==> src/rtl/window_addr_seq_if.sv <==
// Address stream between window_addr_seq and the memory read port.
// The master drives valid, address and sideband flags; the slave drives ready.
interface window_addr_seq_if #(
  parameter int unsigned ADDR_W = 32,
  parameter int unsigned IDX_W  = 5
);
  logic              addr_valid;
  logic              addr_ready;
  logic [ADDR_W-1:0] addr;
  logic [IDX_W-1:0]  addr_idx;
  logic              addr_last;
  logic              addr_oob;

  modport master (
    output addr_valid, addr, addr_idx, addr_last, addr_oob,
    input  addr_ready
  );

  modport slave (
    input  addr_valid, addr, addr_idx, addr_last, addr_oob,
    output addr_ready
  );
endinterface

==> src/rtl/window_addr_seq.sv <==
// Streams the byte addresses of a WIN_ROWS x WIN_COLS window, column block by column block.
// Optional out-of-frame flag built only when WIN_ADDR_BOUNDS_CHECK_EN is defined.
module window_addr_seq #(
  parameter int unsigned ADDR_W     = 32,
  parameter int unsigned BASE_ADDR  = 16,
  parameter int unsigned FRAME_COLS = 64,
  parameter int unsigned FRAME_ROWS = 64,
  parameter int unsigned WIN_ROWS   = 4,
  parameter int unsigned WIN_COLS   = 8,
  parameter int unsigned BLK_COLS   = 4,
  parameter int unsigned COL_OFFSET = 4,
  parameter int unsigned WORD_BYTES = 4
) (
  input  logic              clk,
  input  logic              rst_n,
  input  logic              start,
  input  logic [ADDR_W-1:0] win_offset,
  output logic              busy,
  output logic              done,
  window_addr_seq_if.master addr_if
);

  localparam int unsigned N     = WIN_ROWS * WIN_COLS;
  localparam int unsigned IDX_W = (N > 1) ? $clog2(N) : 1;
  localparam int unsigned CW    = (BLK_COLS > 1) ? $clog2(BLK_COLS) : 1;
  localparam int unsigned RW    = (WIN_ROWS > 1) ? $clog2(WIN_ROWS) : 1;

  localparam logic [CW-1:0]     CMax       = CW'(BLK_COLS - 1);
  localparam logic [RW-1:0]     RMax       = RW'(WIN_ROWS - 1);
  localparam logic [IDX_W-1:0]  IdxLast    = IDX_W'(N - 1);
  localparam logic [ADDR_W-1:0] WordBytes  = ADDR_W'(WORD_BYTES);
  localparam logic [ADDR_W-1:0] StartConst = ADDR_W'(BASE_ADDR + WORD_BYTES * COL_OFFSET);
  localparam logic [ADDR_W-1:0] RowStep    = ADDR_W'(WORD_BYTES * FRAME_COLS);
  localparam logic [ADDR_W-1:0] BlkStep    = ADDR_W'(WORD_BYTES * BLK_COLS);

  localparam logic [1:0] StIdle = 2'd0;
  localparam logic [1:0] StRun  = 2'd1;
  localparam logic [1:0] StDone = 2'd2;

  if ((WIN_COLS % BLK_COLS) != 0 || FRAME_ROWS == 0) begin : g_bad_cfg
    $error("window_addr_seq: WIN_COLS must be a multiple of BLK_COLS and FRAME_ROWS nonzero");
  end

  logic [1:0]        state_q, state_d;
  logic [CW-1:0]     c_q, c_d;
  logic [RW-1:0]     r_q, r_d;
  logic [IDX_W-1:0]  idx_q, idx_d;
  logic [ADDR_W-1:0] addr_q, addr_d;
  // Address of column 0 in the current row and of row 0 in the current block.
  logic [ADDR_W-1:0] row_base_q, row_base_d;
  logic [ADDR_W-1:0] blk_base_q, blk_base_d;
  logic [ADDR_W-1:0] start_addr;
  logic              run, last, hs;

  assign run        = (state_q == StRun);
  assign last       = run && (idx_q == IdxLast);
  assign hs         = run && addr_if.addr_ready;
  assign start_addr = StartConst + win_offset * WordBytes;

  always_comb begin
    state_d    = state_q;
    c_d        = c_q;
    r_d        = r_q;
    idx_d      = idx_q;
    addr_d     = addr_q;
    row_base_d = row_base_q;
    blk_base_d = blk_base_q;
    case (state_q)
      StIdle: begin
        if (start) begin
          state_d    = StRun;
          c_d        = '0;
          r_d        = '0;
          idx_d      = '0;
          addr_d     = start_addr;
          row_base_d = start_addr;
          blk_base_d = start_addr;
        end
      end
      StRun: begin
        if (hs) begin
          if (last) begin
            state_d = StDone;
          end else begin
            idx_d = idx_q + IDX_W'(1);
            if (c_q != CMax) begin
              c_d    = c_q + CW'(1);
              addr_d = addr_q + WordBytes;
            end else if (r_q != RMax) begin
              c_d        = '0;
              r_d        = r_q + RW'(1);
              row_base_d = row_base_q + RowStep;
              addr_d     = row_base_d;
            end else begin
              c_d        = '0;
              r_d        = '0;
              blk_base_d = blk_base_q + BlkStep;
              row_base_d = blk_base_d;
              addr_d     = blk_base_d;
            end
          end
        end
      end
      StDone:  state_d = StIdle;
      default: state_d = StIdle;
    endcase
  end

  always_ff @(posedge clk or negedge rst_n) begin
    if (!rst_n) begin
      state_q    <= StIdle;
      c_q        <= '0;
      r_q        <= '0;
      idx_q      <= '0;
      addr_q     <= '0;
      row_base_q <= '0;
      blk_base_q <= '0;
    end else begin
      state_q    <= state_d;
      c_q        <= c_d;
      r_q        <= r_d;
      idx_q      <= idx_d;
      addr_q     <= addr_d;
      row_base_q <= row_base_d;
      blk_base_q <= blk_base_d;
    end
  end

`ifdef WIN_ADDR_BOUNDS_CHECK_EN
  localparam logic [ADDR_W-1:0] BaseAddr = ADDR_W'(BASE_ADDR);
  localparam logic [ADDR_W-1:0] FrameEnd =
      ADDR_W'(BASE_ADDR + WORD_BYTES * FRAME_ROWS * FRAME_COLS);
  logic oob_q, oob_d;

  // Judged on the next address so the flag lines up with the registered addr.
  assign oob_d = (addr_d >= FrameEnd) || (addr_d < BaseAddr);

  always_ff @(posedge clk or negedge rst_n) begin
    if (!rst_n) oob_q <= 1'b0;
    else        oob_q <= oob_d;
  end
  assign addr_if.addr_oob = oob_q;
`else
  assign addr_if.addr_oob = 1'b0;
`endif

  assign busy               = (state_q == StRun) || (state_q == StDone);
  assign done               = (state_q == StDone);
  assign addr_if.addr_valid = run;
  assign addr_if.addr       = addr_q;
  assign addr_if.addr_idx   = idx_q;
  assign addr_if.addr_last  = last;

endmodule

==> src/flat_wrapper.sv <==
// flat-port wrapper written by rule: the top's interface ports become plain ports
module window_addr_seq_flat 
#(
  parameter int unsigned ADDR_W     = 32,
  parameter int unsigned BASE_ADDR  = 16,
  parameter int unsigned FRAME_COLS = 64,
  parameter int unsigned FRAME_ROWS = 64,
  parameter int unsigned WIN_ROWS   = 4,
  parameter int unsigned WIN_COLS   = 8,
  parameter int unsigned BLK_COLS   = 4,
  parameter int unsigned COL_OFFSET = 4,
  parameter int unsigned WORD_BYTES = 4
)
  (clk, rst_n, start, win_offset, busy, done, addr_if_addr_valid, addr_if_addr, addr_if_addr_idx, addr_if_addr_last, addr_if_addr_oob, addr_if_addr_ready);
  window_addr_seq_if #(.ADDR_W(ADDR_W), .IDX_W(5)) addr_if_i ();
  input  logic clk;
  input  logic rst_n;
  input  logic start;
  input  logic [ADDR_W-1:0] win_offset;
  output logic busy;
  output logic done;
  output wire logic [$bits(addr_if_i.addr_valid)-1:0] addr_if_addr_valid;
  output wire logic [$bits(addr_if_i.addr)-1:0] addr_if_addr;
  output wire logic [$bits(addr_if_i.addr_idx)-1:0] addr_if_addr_idx;
  output wire logic [$bits(addr_if_i.addr_last)-1:0] addr_if_addr_last;
  output wire logic [$bits(addr_if_i.addr_oob)-1:0] addr_if_addr_oob;
  input wire logic [$bits(addr_if_i.addr_ready)-1:0] addr_if_addr_ready;
  assign addr_if_addr_valid = addr_if_i.addr_valid;
  assign addr_if_addr = addr_if_i.addr;
  assign addr_if_addr_idx = addr_if_i.addr_idx;
  assign addr_if_addr_last = addr_if_i.addr_last;
  assign addr_if_addr_oob = addr_if_i.addr_oob;
  assign addr_if_i.addr_ready = addr_if_addr_ready;
  window_addr_seq #(.ADDR_W(ADDR_W), .BASE_ADDR(BASE_ADDR), .FRAME_COLS(FRAME_COLS), .FRAME_ROWS(FRAME_ROWS), .WIN_ROWS(WIN_ROWS), .WIN_COLS(WIN_COLS), .BLK_COLS(BLK_COLS), .COL_OFFSET(COL_OFFSET), .WORD_BYTES(WORD_BYTES)) u_core (.clk(clk), .rst_n(rst_n), .start(start), .win_offset(win_offset), .busy(busy), .done(done), .addr_if(addr_if_i));
endmodule
==> config.mk <==
export PLATFORM = sky130hd
export DESIGN_NAME = window_addr_seq_flat
export DESIGN_NICKNAME = d
export VERILOG_FILES = /design/src/rtl/window_addr_seq_if.sv /design/src/rtl/window_addr_seq.sv /design/src/flat_wrapper.sv
export SDC_FILE = /design/constraint.sdc
export NUM_CORES = 1
export LEC_CHECK = 0
export ABC_CLOCK_PERIOD_IN_PS = 5700
export CAP_MARGIN = 20
export CORE_UTILIZATION = 45
export DETAILED_ROUTE_END_ITERATION = 12
export MAX_ROUTING_LAYER = met4
export PLACE_DENSITY_LB_ADDON = 0.25
export SLEW_MARGIN = 20
export SYNTH_ARGS = -nofsm -noshare
export SYNTH_HDL_FRONTEND = slang
export SYNTH_SLANG_ARGS = --single-unit
==> constraint.sdc <==
create_clock -name clk -period 5.7 [get_ports clk]
set_clock_uncertainty 0.2 [all_clocks]
set_input_delay 1.425 -clock clk [delete_from_list [all_inputs] [get_ports clk]]
set_output_delay 1.425 -clock clk [all_outputs]
set_load 0.01 [all_outputs]
### After elaboration in Yosys (flattened, before gate mapping)

Cells that the tools add are included.

| storage, ports and cells | value |
|---|---|
| flip-flop bits (word level) | 107 |
| latch bits | 0 |
| RAM bits | 0 |
| memory bits (read-only) | 0 |
| bits of input ports | 36 |
| output and inout bits | 42 |
| word-level logic and storage cells | 67 |
| memories kept | 0 |

| operators by class | value |
|---|---|
| $add $sub $neg | 7 |
| multipliers | 0 |
| div/mod/pow operators | 0 |
| magnitude comparators | 0 |
| equality and inequality tests | 11 |
| shift operators | 0 |
| muxes and demuxes | 33 |
| bitwise logic cells | 0 |
| reductions and logical operators | 9 |

Operators by type and width:

| kind | number |
|---|---|
| $mux 32 | 12 |
| $pmux 32 s2 | 3 |
| $add 32x3->32 const B | 1 |
| $add 32x5->32 const B | 1 |
| $add 32x9->32 const B | 1 |
| $add 6x32->32 const A | 1 |
| $mux 2 | 11 |
| $ne 2x2->1 const B | 8 |
| $mux 5 | 3 |
| $pmux 2 s2 | 3 |
| $pmux 5 s2 | 1 |
| $reduce_and 6->1 | 1 |
| $add 5x1->5 const B | 1 |
| $eq 5x5->1 const B | 1 |
| $reduce_and 5->1 | 1 |
| $add 2x1->2 const B | 2 |
| $reduce_and 4->1 | 1 |
| $reduce_and 3->1 | 1 |
| $eq 2x1->1 const B | 1 |
| $eq 2x2->1 const B | 1 |
| $logic_and 1x1->1 | 2 |
| $logic_not 2->1 | 1 |
| $reduce_bool 2->1 | 1 |
| $logic_or 1x1->1 | 1 |

### Logic depth before layout (Yosys ltp)

Gate-level depths: netlist (run 1).

| depth | value |
|---|---|
| depth in word-level cells | 6 |
| gate-level depth with buffers | 10 |
| gate-level depth less buffers | 9 |

### Least setup slack after synthesis (run 1)

No wires, ideal clock.

| timing | value |
|---|---|
| kind | input port to flip-flop |
| start | input port win_offset[3] |
| end | register u_core.addr_q[27], in the netlist u_core.addr_if.addr[27] |
| setup time | 0.092 ns |
| data arrival time | 3.141 ns |
| data required time | 5.408 ns |
| slack | 2.267 ns |
| cell stages on the path | 8 |
| buffers on the path | 1 |
| cells stage by stage | ha_1 > nand2_1 > or3_1 > buf_2 > or4_1 > a21oi_1 > a31oi_1 > o221ai_1 |

| between the ends | value |
|---|---|
| cells in the longest elaborated chain, start to end | 3 |

RTL lines:

| element | RTL line | source |
|---|---|---|
| from (decl) | flat_wrapper.sv:19 | `input logic [ADDR_W-1:0] win_offset;` |
| $add 6x32->32 | window_addr_seq.sv:58 | `assign start_addr = StartConst + win_offset * WordBytes;` |
| $mux 32 | window_addr_seq.sv:70 | `if (start) begin` |
| $pmux 32 s2 | window_addr_seq.sv:68 | `case (state_q)` |
| to (signal assigned) | window_addr_seq.sv:123 | `addr_q <= addr_d;` |
| to (decl) | window_addr_seq.sv:48 | `logic [ADDR_W-1:0] addr_q, addr_d;` |

No other way between the ends. The select of a mux whose other input is x is not followed.
A chain may end at the register's enable or synchronous reset.

### Worst setup path after layout (run 1)

Ends and elaborated chain as after synthesis.

==> results of run 1 <==
[Yosys cell counts (all sizes together), types with 2 or more instances]
| cell | n | share of area, % |
|---|---|---|
| dfrtp | 105 | 35 |
| o21ai | 91 | 6.1 |
| nand2 | 85 | 4.2 |
| nor2 | 73 | 3.6 |
| a21oi | 65 | 4.3 |
| nand3 | 54 | 3.6 |
| clkbuf | 47 | 2.3 |
| xnor2 | 42 | 4.9 |
| inv | 37 | 1.8 |
| nor3 | 35 | 2.5 |
| nand4 | 33 | 2.9 |
| nor4 | 26 | 2.7 |
| a31oi | 21 | 1.7 |
| xor2 | 17 | 2.0 |
| or3 | 15 | 1.2 |
| o211ai | 13 | 1.3 |
| ha | 12 | 2.0 |
| mux2i | 12 | 1.6 |
| or4 | 12 | 1.2 |
| a211oi | 11 | 1.1 |
| buf | 11 | 0.75 |
| and2 | 10 | 0.83 |
| o22ai | 10 | 0.83 |
| and4 | 9 | 1.0 |
| a21o | 8 | 0.80 |
| a211o | 7 | 0.82 |
| a22o | 7 | 0.82 |
| o31ai | 7 | 0.70 |
| o21a | 6 | 0.60 |
| o31a | 6 | 0.70 |
| and3 | 5 | 0.42 |
| or2 | 5 | 0.42 |
| a221oi | 4 | 0.47 |
| nand2b | 4 | 0.33 |
| nand3b | 4 | 0.40 |
| a22oi | 3 | 0.30 |
| a41oi | 3 | 0.35 |
| mux2 | 3 | 0.45 |
| nor2b | 3 | 0.25 |
| or3b | 3 | 0.35 |
| a21bo | 2 | 0.27 |
| a221o | 2 | 0.27 |
| o22a | 2 | 0.23 |
[worst reg2reg max path, delay by kind of cell (launching register included)]
| family | cells | cell delay (ps) |
|---|---|---|
| buffers and inverters | 1 | 150 |
| AND/OR/NAND/NOR | 2 | 1040 |
| flip-flops | 1 | 380 |
| AO/OA/AOI/OAI | 3 | 740 |
| adder cells (fa/ha/maj) | 1 | 480 |
| multiplexers | 1 | 310 |
[area by class of cell]
cell class                 instances  share of cell area [%]
multi-input combinational        743                    52.1
sequential                       105                    30.2
timing repair buffer              88                    9.68
tap                              216                    3.10
clock buffer                      11                    2.67
inverter                          37                    1.59
clock inverter                     5                   0.646
[metrics by stage]
step           cell area, sq um  utilization [%]  power, mW  hold WS (ps)  instances
3_3_place_gp               8420             52.3       3.69           255       1189
6_report                   8710             54.1       4.39           272       1205
3_5_place_dp               8420             52.3       3.74           260       1189
5_1_grt                    8710             54.1       4.71           306       1205
4_1_cts                    8710             54.1       4.38           277       1205
2_1_floorplan              7520                -       2.91           240        943
[logic make-up after synthesis]
family	count (synthesis)
xor+xnor	59
buf+inv	95
simple gates	378
fa+ha+maj	12
mux	15
other cells	1
flops	105
compound gates	278
[where the power goes]
group | switching, mW | internal, mW | leakage, nW
clock | 0.291 | 0.341 | 0.139
sequential | 0.476 | 1.08 | 1.28
combinational | 1.28 | 0.919 | 1.87
total | 2.05 | 2.34 | 3.30
[registers in the layout (all words and copies together), names as in the netlist]
| signal | flops |
|---|---|
| u_core.r_q | 2 |
| u_core.addr_if.addr_idx | 5 |
| u_core.row_base_q | 32 |
| u_core.state_q | 2 |
| u_core.addr_if.addr | 32 |
| u_core.blk_base_q | 30 |
| u_core.c_q | 2 |
[worst max-delay path by stage]
| stage | cells past startpoint | startpoint | slack [ps] | endpoint |
|---|---|---|---|---|
| after global routing | 8 | win_offset[3] | 1410 | u_core.addr_if.addr[27] |
| after detailed placement | 8 | win_offset[3] | 1190 | u_core.addr_if.addr[27] |
| final | 8 | win_offset[3] | 1530 | u_core.addr_if.addr[27] |
| after floorplan | 8 | win_offset[3] | 2270 | u_core.addr_if.addr[27] |
| after global placement | 8 | win_offset[3] | 1240 | u_core.addr_if.addr[27] |
| after CTS | 8 | win_offset[3] | 1560 | u_core.addr_if.addr[27] |
[metal layers]
metal / wire length, microns / up-vias / track usage, %
met5: 0 / - / -
met1: 10500 / 3538 / 38.8
met2: 9450 / 295 / 37.3
met4: 278 / 0 / 8.01
met3: 1710 / 25 / 4.48
li1: - / 3553 / -
==> results.json, run 1 <==
{
  "drv_cap": 0,
  "vias": 7411,
  "setup_viol": 0,
  "dieArea_sq_um": 17200,
  "nFillCells": 1562,
  "port_buffers": 74,
  "r2r-end": "u_core.blk_base_q[27]",
  "dp_hpwl_microns": 15800,
  "antenna_found_initial": 0,
  "grt_pass1_vias": 6475,
  "max_stage_delay_ps": 590,
  "crit_path_top_delay_cell": "clkdlybuf4s50_1",
  "drt_iter0_markers": 771,
  "vdd.ir_drop.worst_v": 0.000192,
  "numCtsBuffers": 9,
  "rows": 46,
  "core_area_sq_um": 16100,
  "tightest_slew_ps": 1080,
  "drt-pass1-iter-count": 5,
  "initial_utilization_pct": 46.7,
  "status": "completed",
  "cp_top_family": "simple AND/OR/NAND/NOR gates",
  "finalMaxSlewViolations": 0,
  "netlist_area_sq_um": 7520,
  "areaGrowthSynthToFinish_pct": 15.8,
  "cts_root_buffer": "clkbuf_16",
  "endpoint_kind": "flip-flop",
  "multi_input_area_sq_um": 4540,
  "cts_max_level": 3,
  "criticalPathCategory": "in2reg",
  "grt_pass1_wl_microns": 35300,
  "hold_class": "reg2reg",
  "layout_common_cells": "dfrtp_1, nand2_1, o21ai_0",
  "path_buf_inv": 1,
  "routedWlPerCell_microns": 18.2,
  "yosys-mux-area-fraction_pct": 2.05,
  "seqCellArea_sq_um": 2630,
  "synth_edf_count": 0,
  "hold_viol": 0,
  "path_clk_slew_ps": 70,
  "worstPathRequired_ps": 5770,
  "min_to": "u_core.addr_if.addr[1]",
  "synth_compound_area_share_pct": 22.9,
  "post-cts-setup-buffers": 0,
  "syn_inst": 943,
  "drc_errors": 0,
  "timing.setup.tns_ps": 0,
  "post_cts_resized": 0,
  "whs_path_depth": 2,
  "die_w_microns": 131,
  "die_h_microns": 131,
  "ys_seq_elements": 105,
  "synthFlopType": "dfrtp_1",
  "synth_top_family_by_area": "simple AND/OR/NAND/NOR gates",
  "grt_max_degree": 75,
  "min_period_ps": 4170,
  "timing.final.ws_setup_ps": 1530,
  "yosys.area_share.simple_pct": 26.3,
  "synthDistinctLibCells": 67,
  "async_flop_share_pct": 100,
  "ys_seq_area_share_pct": 34.9,
  "reg2reg_slack_ps": 2280,
  "r2r-start": "u_core.state_q[1]",
  "clockBufferDepth": 2,
  "critPathArrivalTime_ps": 4240,
  "crit_chain": "clkdlybuf4s50_1 > ha_1 > nand2_1 > or3_1 > or4_1 > a21oi_1 > a31oi_1 > o221ai_1",
  "power_density_nw_per_um2": 504,
  "hold_buffers": 0,
  "synth_xor_area_share_pct": 6.87,
  "p_leak_nw": 3.30,
  "synth_area_per_cell_sq_um": 7.98,
  "slew_headroom_pct": 27.8,
  "syn_nets": 991,
  "crit_fanout": 10,
  "cts.sinks": 105,
  "hp-start": "u_core.addr_if.addr[1]",
  "avgViaCountPerCell": 6.15,
  "final_layout_size_suffix_gt1_share_pct": 5.16,
  "cts_tree": "done",
  "overflow": 0,
  "reg2regPathDepth": 8,
  "max_freq_ghz": 0.240,
  "timing.final.crit_share_pct": 73.2,
  "io_pins": 78,
  "yosys.area_share.adder_pct": 2.00,
  "yosys_warnings": 0,
  "nNetsFinal": 1032,
  "grt_setup_unrepaired": "false",
  "gp_congestion": 0.892,
  "place_ws_ps": 1190,
  "worstSkewPairLatency_ps": 370,
  "cp-start-kind": "input port",
  "wl_microns": 21900,
  "final_common_cell": "dfrtp_1",
  "antenna_left": 0,
  "grt_util_all_layers_pct": 26.6,
  "num_antenna_cells": 0
}
No activity file was read; power rests on OpenSTA's default activity.
==> inputs of run 2 (changes only) <==
--- a/config.mk
+++ b/config.mk
@@ -5,7 +5,7 @@
 export SDC_FILE = /design/constraint.sdc
 export NUM_CORES = 1
 export LEC_CHECK = 0
-export ABC_CLOCK_PERIOD_IN_PS = 5700
+export ABC_CLOCK_PERIOD_IN_PS = 4250
 export CAP_MARGIN = 20
 export CORE_UTILIZATION = 45
 export DETAILED_ROUTE_END_ITERATION = 12
==> constraint.sdc (replaced) <==
create_clock -name clk -period 4.25 [get_ports clk]
set_clock_uncertainty 0.2 [all_clocks]
set_input_delay 1.0625 -clock clk [delete_from_list [all_inputs] [get_ports clk]]
set_output_delay 1.0625 -clock clk [all_outputs]
set_load 0.01 [all_outputs]
==> run 2 against run 1 <==
  * Global-route usage is 0.32 points higher
  * Sequential power increased by 35%
  * Register-to-register slack got worse by 1000 ps
  * Critical path type unchanged
  * Highest routed layer unchanged
==> results.json, run 2 (synthesis gave the netlist of run 1 again) <==
{
  "slew_headroom_pct": 37.0,
  "routedWlPerCell_microns": 18.2,
  "critPathArrivalTime_ps": 3650,
  "numCtsBuffers": 9,
  "criticalPathCategory": "in2reg",
  "timing.final.crit_share_pct": 83.9,
  "areaGrowthSynthToFinish_pct": 18.4,
  "p_switching_mw": 2.79,
  "cp-start-kind": "input port",
  "grt_util_all_layers_pct": 26.9,
  "grt_setup_unrepaired": "false",
  "timing.setup.tns_ps": 0,
  "finalMaxSlewViolations": 0,
  "pwr-share-clk_pct": 15.5,
  "avgViaCountPerCell": 6.10,
  "initial_utilization_pct": 46.7,
  "post_cts_resized": 0,
  "cts_root_buffer": "clkbuf_16",
  "antenna_found_initial": 0,
  "min_period_ps": 3570,
  "total_power_mw": 6.08,
  "timing.hold.ws_ps": 279,
  "die_w_microns": 131,
  "io_pins": 78,
  "dp.cells": 1208,
  "wl_microns": 22200,
  "utilization_pct": 55.3,
  "place_ws_ps": 327,
  "power_frac_comb_pct": 50.1,
  "final_common_cell": "dfrtp_1",
  "post-cts-setup-buffers": 0,
  "reg2reg_slack_ps": 1280,
  "tightest_slew_ps": 946,
  "nNetsFinal": 1051,
  "antenna_left": 0,
  "dp_hpwl_microns": 16300,
  "netSwitchingFraction_pct": 45.8,
  "port_buffers": 74,
  "final_cells": 1224,
  "timing.final.ws_setup_ps": 683,
  "status": "completed",
  "setup_viol": 0,
  "endpoint_kind": "flip-flop",
  "overflow": 0,
  "hold_class": "reg2reg",
  "dieArea_sq_um": 17200,
  "die_h_microns": 131,
  "p_leak_nw": 3.41,
  "cts_tree": "done",
  "vias": 7461,
  "fin_area_sq_um": 8910,
  "grt_pass1_vias": 6654,
  "rows": 46,
  "vdd.ir_drop.worst_v": 0.000309,
  "hold_buffers": 0,
  "grt_max_degree": 58,
  "final_layout_size_suffix_gt1_share_pct": 7.14,
  "gp_congestion": 0.922,
  "drt_iter0_markers": 781,
  "seqPwrFrac_pct": 34.5,
  "core_area_sq_um": 16100,
  "worstPathRequired_ps": 4330,
  "drt-pass1-iter-count": 5,
  "path_clk_slew_ps": 70,
  "grt_pass1_wl_microns": 35800,
  "clockBufferDepth": 2,
  "placed_cell_area_sq_um": 8580,
  "num_antenna_cells": 0,
  "max_freq_ghz": 0.280,
  "layout_common_cells": "dfrtp_1, nand2_1, o21ai_0",
  "crit_fanout": 7,
  "hold_viol": 0,
  "worstSkewPairLatency_ps": 370,
  "drv_cap": 0,
  "power_density_nw_per_um2": 682,
  "cts.sinks": 105,
  "drc_errors": 0,
  "p_int_mw": 3.29,
  "cts_max_level": 3
}
==> run 2: routing by layer <==
metal	global-route usage [%]	vias to the layer above	part of all wire [%]
li1	-	3605	-
met1	38.6	3486	47
met2	39.0	344	43
met3	4.59	26	8.6
met4	7.04	0	1.3
met5	-	-	0
==> run 2: path summary, 6_finish.rpt <==
| path | cells after the start | to | start |
|---|---|---|---|
| setup / recovery | 8 | u_core.blk_base_q[25] | win_offset[3] |
| hold / removal | 2 | u_core.row_base_q[6] | u_core.row_base_q[6] |
| setup reg to reg | 9 | u_core.addr_if.addr[26] | u_core.addr_if.addr_idx[0] |
| hold reg to reg | 2 | u_core.row_base_q[6] | u_core.row_base_q[6] |
| max in group asynchronous | 2 | u_core.blk_base_q[5] | rst_n |
| min in group asynchronous | 1 | u_core.addr_if.addr[25] | rst_n |
==> run 2: worst max-delay path: stages <==
cell and delay [ps]:
clkdlybuf4s50_1 590, ha_1 250, nand2_1 110, or3_1 470, or4_1 490, a21oi_1 440, a31oi_1 90, o21ai_1 150
==> run 2: power by group through the flow <==
stage | Clock (mW) | Combinational (mW) | Sequential (mW)
2_1_floorplan | 0 | 1.94 | 1.96
3_3_place_gp | 0 | 2.97 | 2.07
3_5_place_dp | 0 | 3.01 | 2.08
4_1_cts | 0.945 | 3.02 | 2.07
5_1_grt | 0.987 | 3.36 | 2.18
6_report | 0.940 | 3.04 | 2.10
==> run 2: area by class of cell <==
| class | instances | area (sq um) |
|---|---|---|
| inverter | 37 | 139 |
| timing repair buffer | 107 | 998 |
| clock inverter | 6 | 90.1 |
| fill | 1509 | 7210 |
| clock buffer | 10 | 239 |
| sequential | 105 | 2630 |
| tap | 216 | 270 |
| multi-input combinational | 743 | 4540 |
==> inputs of run 3 (changes only) <==
--- a/config.mk
+++ b/config.mk
@@ -5,7 +5,7 @@
 export SDC_FILE = /design/constraint.sdc
 export NUM_CORES = 1
 export LEC_CHECK = 0
-export ABC_CLOCK_PERIOD_IN_PS = 4250
+export ABC_CLOCK_PERIOD_IN_PS = 3700
 export CAP_MARGIN = 20
 export CORE_UTILIZATION = 45
 export DETAILED_ROUTE_END_ITERATION = 12
==> constraint.sdc (replaced) <==
create_clock -name clk -period 3.7 [get_ports clk]
set_clock_uncertainty 0.2 [all_clocks]
set_input_delay 0.925 -clock clk [delete_from_list [all_inputs] [get_ports clk]]
set_output_delay 0.925 -clock clk [all_outputs]
set_load 0.01 [all_outputs]
==> run 3 against run 2 <==
  * Register-to-register slack lost 720 ps
  * Clock power rose by 29%
  * Sequential share of layout area decreased by 0.53 points
  * First-iteration DRC count grew 1.4%
  * Global-route usage is 0.49 points higher
  * Total power grew 18%
  * Final cell count is 1.2% higher
  * Routed wire length grew 2.3%
  * Critical path depth is 1 higher
  * Sequential cell count unchanged
  * Worst setup slack lost 200 ps
  * Highest routed layer unchanged
==> results.json, run 3 (synthesis gave the netlist of run 1 again) <==
{
  "power_density_nw_per_um2": 791,
  "numCtsBuffers": 9,
  "drc_errors": 0,
  "layout_common_cells": "dfrtp_1, nand2_1, o21ai_0",
  "netSwitchingFraction_pct": 44.8,
  "routedWlPerCell_microns": 18.4,
  "wl_microns": 22700,
  "nNetsFinal": 1066,
  "final_common_cell": "dfrtp_1",
  "post-cts-setup-buffers": 0,
  "die_w_microns": 131,
  "worstPathRequired_ps": 3760,
  "dp_hpwl_microns": 16400,
  "timing.final.crit_share_pct": 86.8,
  "timing.setup.tns_ps": 0,
  "min_period_ps": 3210,
  "slew_headroom_pct": 32.2,
  "avgViaCountPerCell": 6.12,
  "criticalPathCategory": "in2reg",
  "hold_buffers": 0,
  "io_pins": 78,
  "overflow": 0,
  "vias": 7577,
  "vdd.ir_drop.worst_v": 0.000342,
  "dieArea_sq_um": 17200,
  "cts_tree": "done",
  "hold_viol": 0,
  "max_freq_ghz": 0.311,
  "endpoint_kind": "flip-flop",
  "crit_chain": "clkdlybuf4s50_1 > ha_1 > nand2_1 > or3_1 > or4_1 > a21oi_1 > buf_4 > a31oi_1 > o221ai_1",
  "p_leak_nw": 3.51,
  "core_area_sq_um": 16100,
  "final_layout_size_suffix_gt1_share_pct": 8.50,
  "p_int_mw": 3.96,
  "pwr-share-clk_pct": 16.9,
  "nFillCells": 1501,
  "antenna_left": 0,
  "final_cells": 1239,
  "cp-start-kind": "input port",
  "critPathArrivalTime_ps": 3280,
  "setup_viol": 0,
  "cts_root_buffer": "clkbuf_16",
  "timing.hold.ws_ps": 269,
  "dp.cells": 1223,
  "seqPwrFrac_pct": 33.6,
  "p_switching_mw": 3.22,
  "grt_util_all_layers_pct": 27.4,
  "cts_max_level": 3,
  "clockBufferDepth": 2,
  "num_antenna_cells": 0,
  "port_buffers": 74,
  "drt-pass1-iter-count": 6,
  "drv_cap": 0,
  "crit_path_top_delay_cell": "or4_1",
  "cts.sinks": 105,
  "crit_fanout": 7,
  "grt_pass1_vias": 6795,
  "status": "completed",
  "areaGrowthSynthToFinish_pct": 20.6,
  "worstSkewPairLatency_ps": 360,
  "die_h_microns": 131,
  "path_clk_slew_ps": 70,
  "antenna_found_initial": 0,
  "grt_pass1_wl_microns": 36600,
  "drt_iter0_markers": 792,
  "grt_setup_unrepaired": "false",
  "finalMaxSlewViolations": 0,
  "initial_utilization_pct": 46.7,
  "post_cts_resized": 0,
  "hold_class": "reg2reg",
  "power_frac_comb_pct": 49.5,
  "grt_max_degree": 55,
  "gp_congestion": 0.917,
  "rows": 46,
  "tightest_slew_ps": 1010,
  "max_stage_delay_ps": 540
}
==> run 3: cell types whose count changed in the layout (fill, tap and decap cells not counted), sizes merged <==
cell	previous run	this run
clkinvlp	1	0
inv	38	37
clkbuf	10	11
buf	34	49
bufinv	2	4
clkinv	2	1
==> run 3: area by class of cell <==
| class | instances | area, sq um | area share (%) |
|---|---|---|---|
| clock inverters | 5 | 125 | 1.38 |
| inverters | 37 | 139 | 1.53 |
| repair buffers | 122 | 1110 | 12.3 |
| multi-input cells | 743 | 4540 | 50.1 |
| flip-flops and latches | 105 | 2630 | 29.0 |
| clock buffers | 11 | 253 | 2.79 |
| well taps | 216 | 270 | 2.98 |
==> run 3: final timing paths <==
| kind | startpoint | end | slack (ps) | cells past startpoint |
|---|---|---|---|---|
| min in group asynchronous | rst_n | u_core.addr_if.addr[26] | 390 | 1 |
| max in group asynchronous | rst_n | u_core.blk_base_q[7] | 2090 | 2 |
| worst min-delay path | u_core.addr_if.addr[1] | u_core.addr_if.addr[1] | 270 | 2 |
| worst min register to register | u_core.addr_if.addr[1] | u_core.addr_if.addr[1] | 270 | 2 |
| worst max register to register | u_core.addr_if.addr_idx[0] | u_core.blk_base_q[20] | 560 | 9 |
| worst max-delay path | win_offset[4] | u_core.addr_if.addr[27] | 490 | 9 |
==> run 3: critical path, delay by kind of cell <==
kind	cells	cell delay, ps
buffers and inverters	2	650
AND/OR/NAND/NOR	3	1160
adder cells (fa/ha/maj)	1	170
AO/OA/AOI/OAI	3	380
==> run 3: power groups by stage <==
stage	clock network, mW	registers, mW	logic, mW
4_1_cts	1.23	2.39	3.52
3_3_place_gp	0	2.39	3.43
6_report	1.21	2.41	3.55
3_5_place_dp	0	2.40	3.50
5_1_grt	1.27	2.50	3.91
2_1_floorplan	0	2.26	2.23
==> run 3: stage by stage <==
stage | cell area, sq um | power [mW] | setup slack [ps] | util [%]
detailed placement | 8690 | 5.90 | 121 | 53.9
CTS | 9070 | 7.14 | 486 | 56.3
global route | 9070 | 7.68 | 343 | 56.3
finish | 9070 | 7.17 | 487 | 56.3
floorplan | 7520 | 4.49 | 767 | -
global placement | 8690 | 5.82 | 162 | 53.9
==> run 3: per-layer routing <==
layer	track usage (%)	wire length [microns]	up-vias
li1	-	-	3620
met1	38.9	10500	3596
met2	40.2	10200	344
met3	5.21	1910	17
met4	6.40	216	0
met5	-	0	-
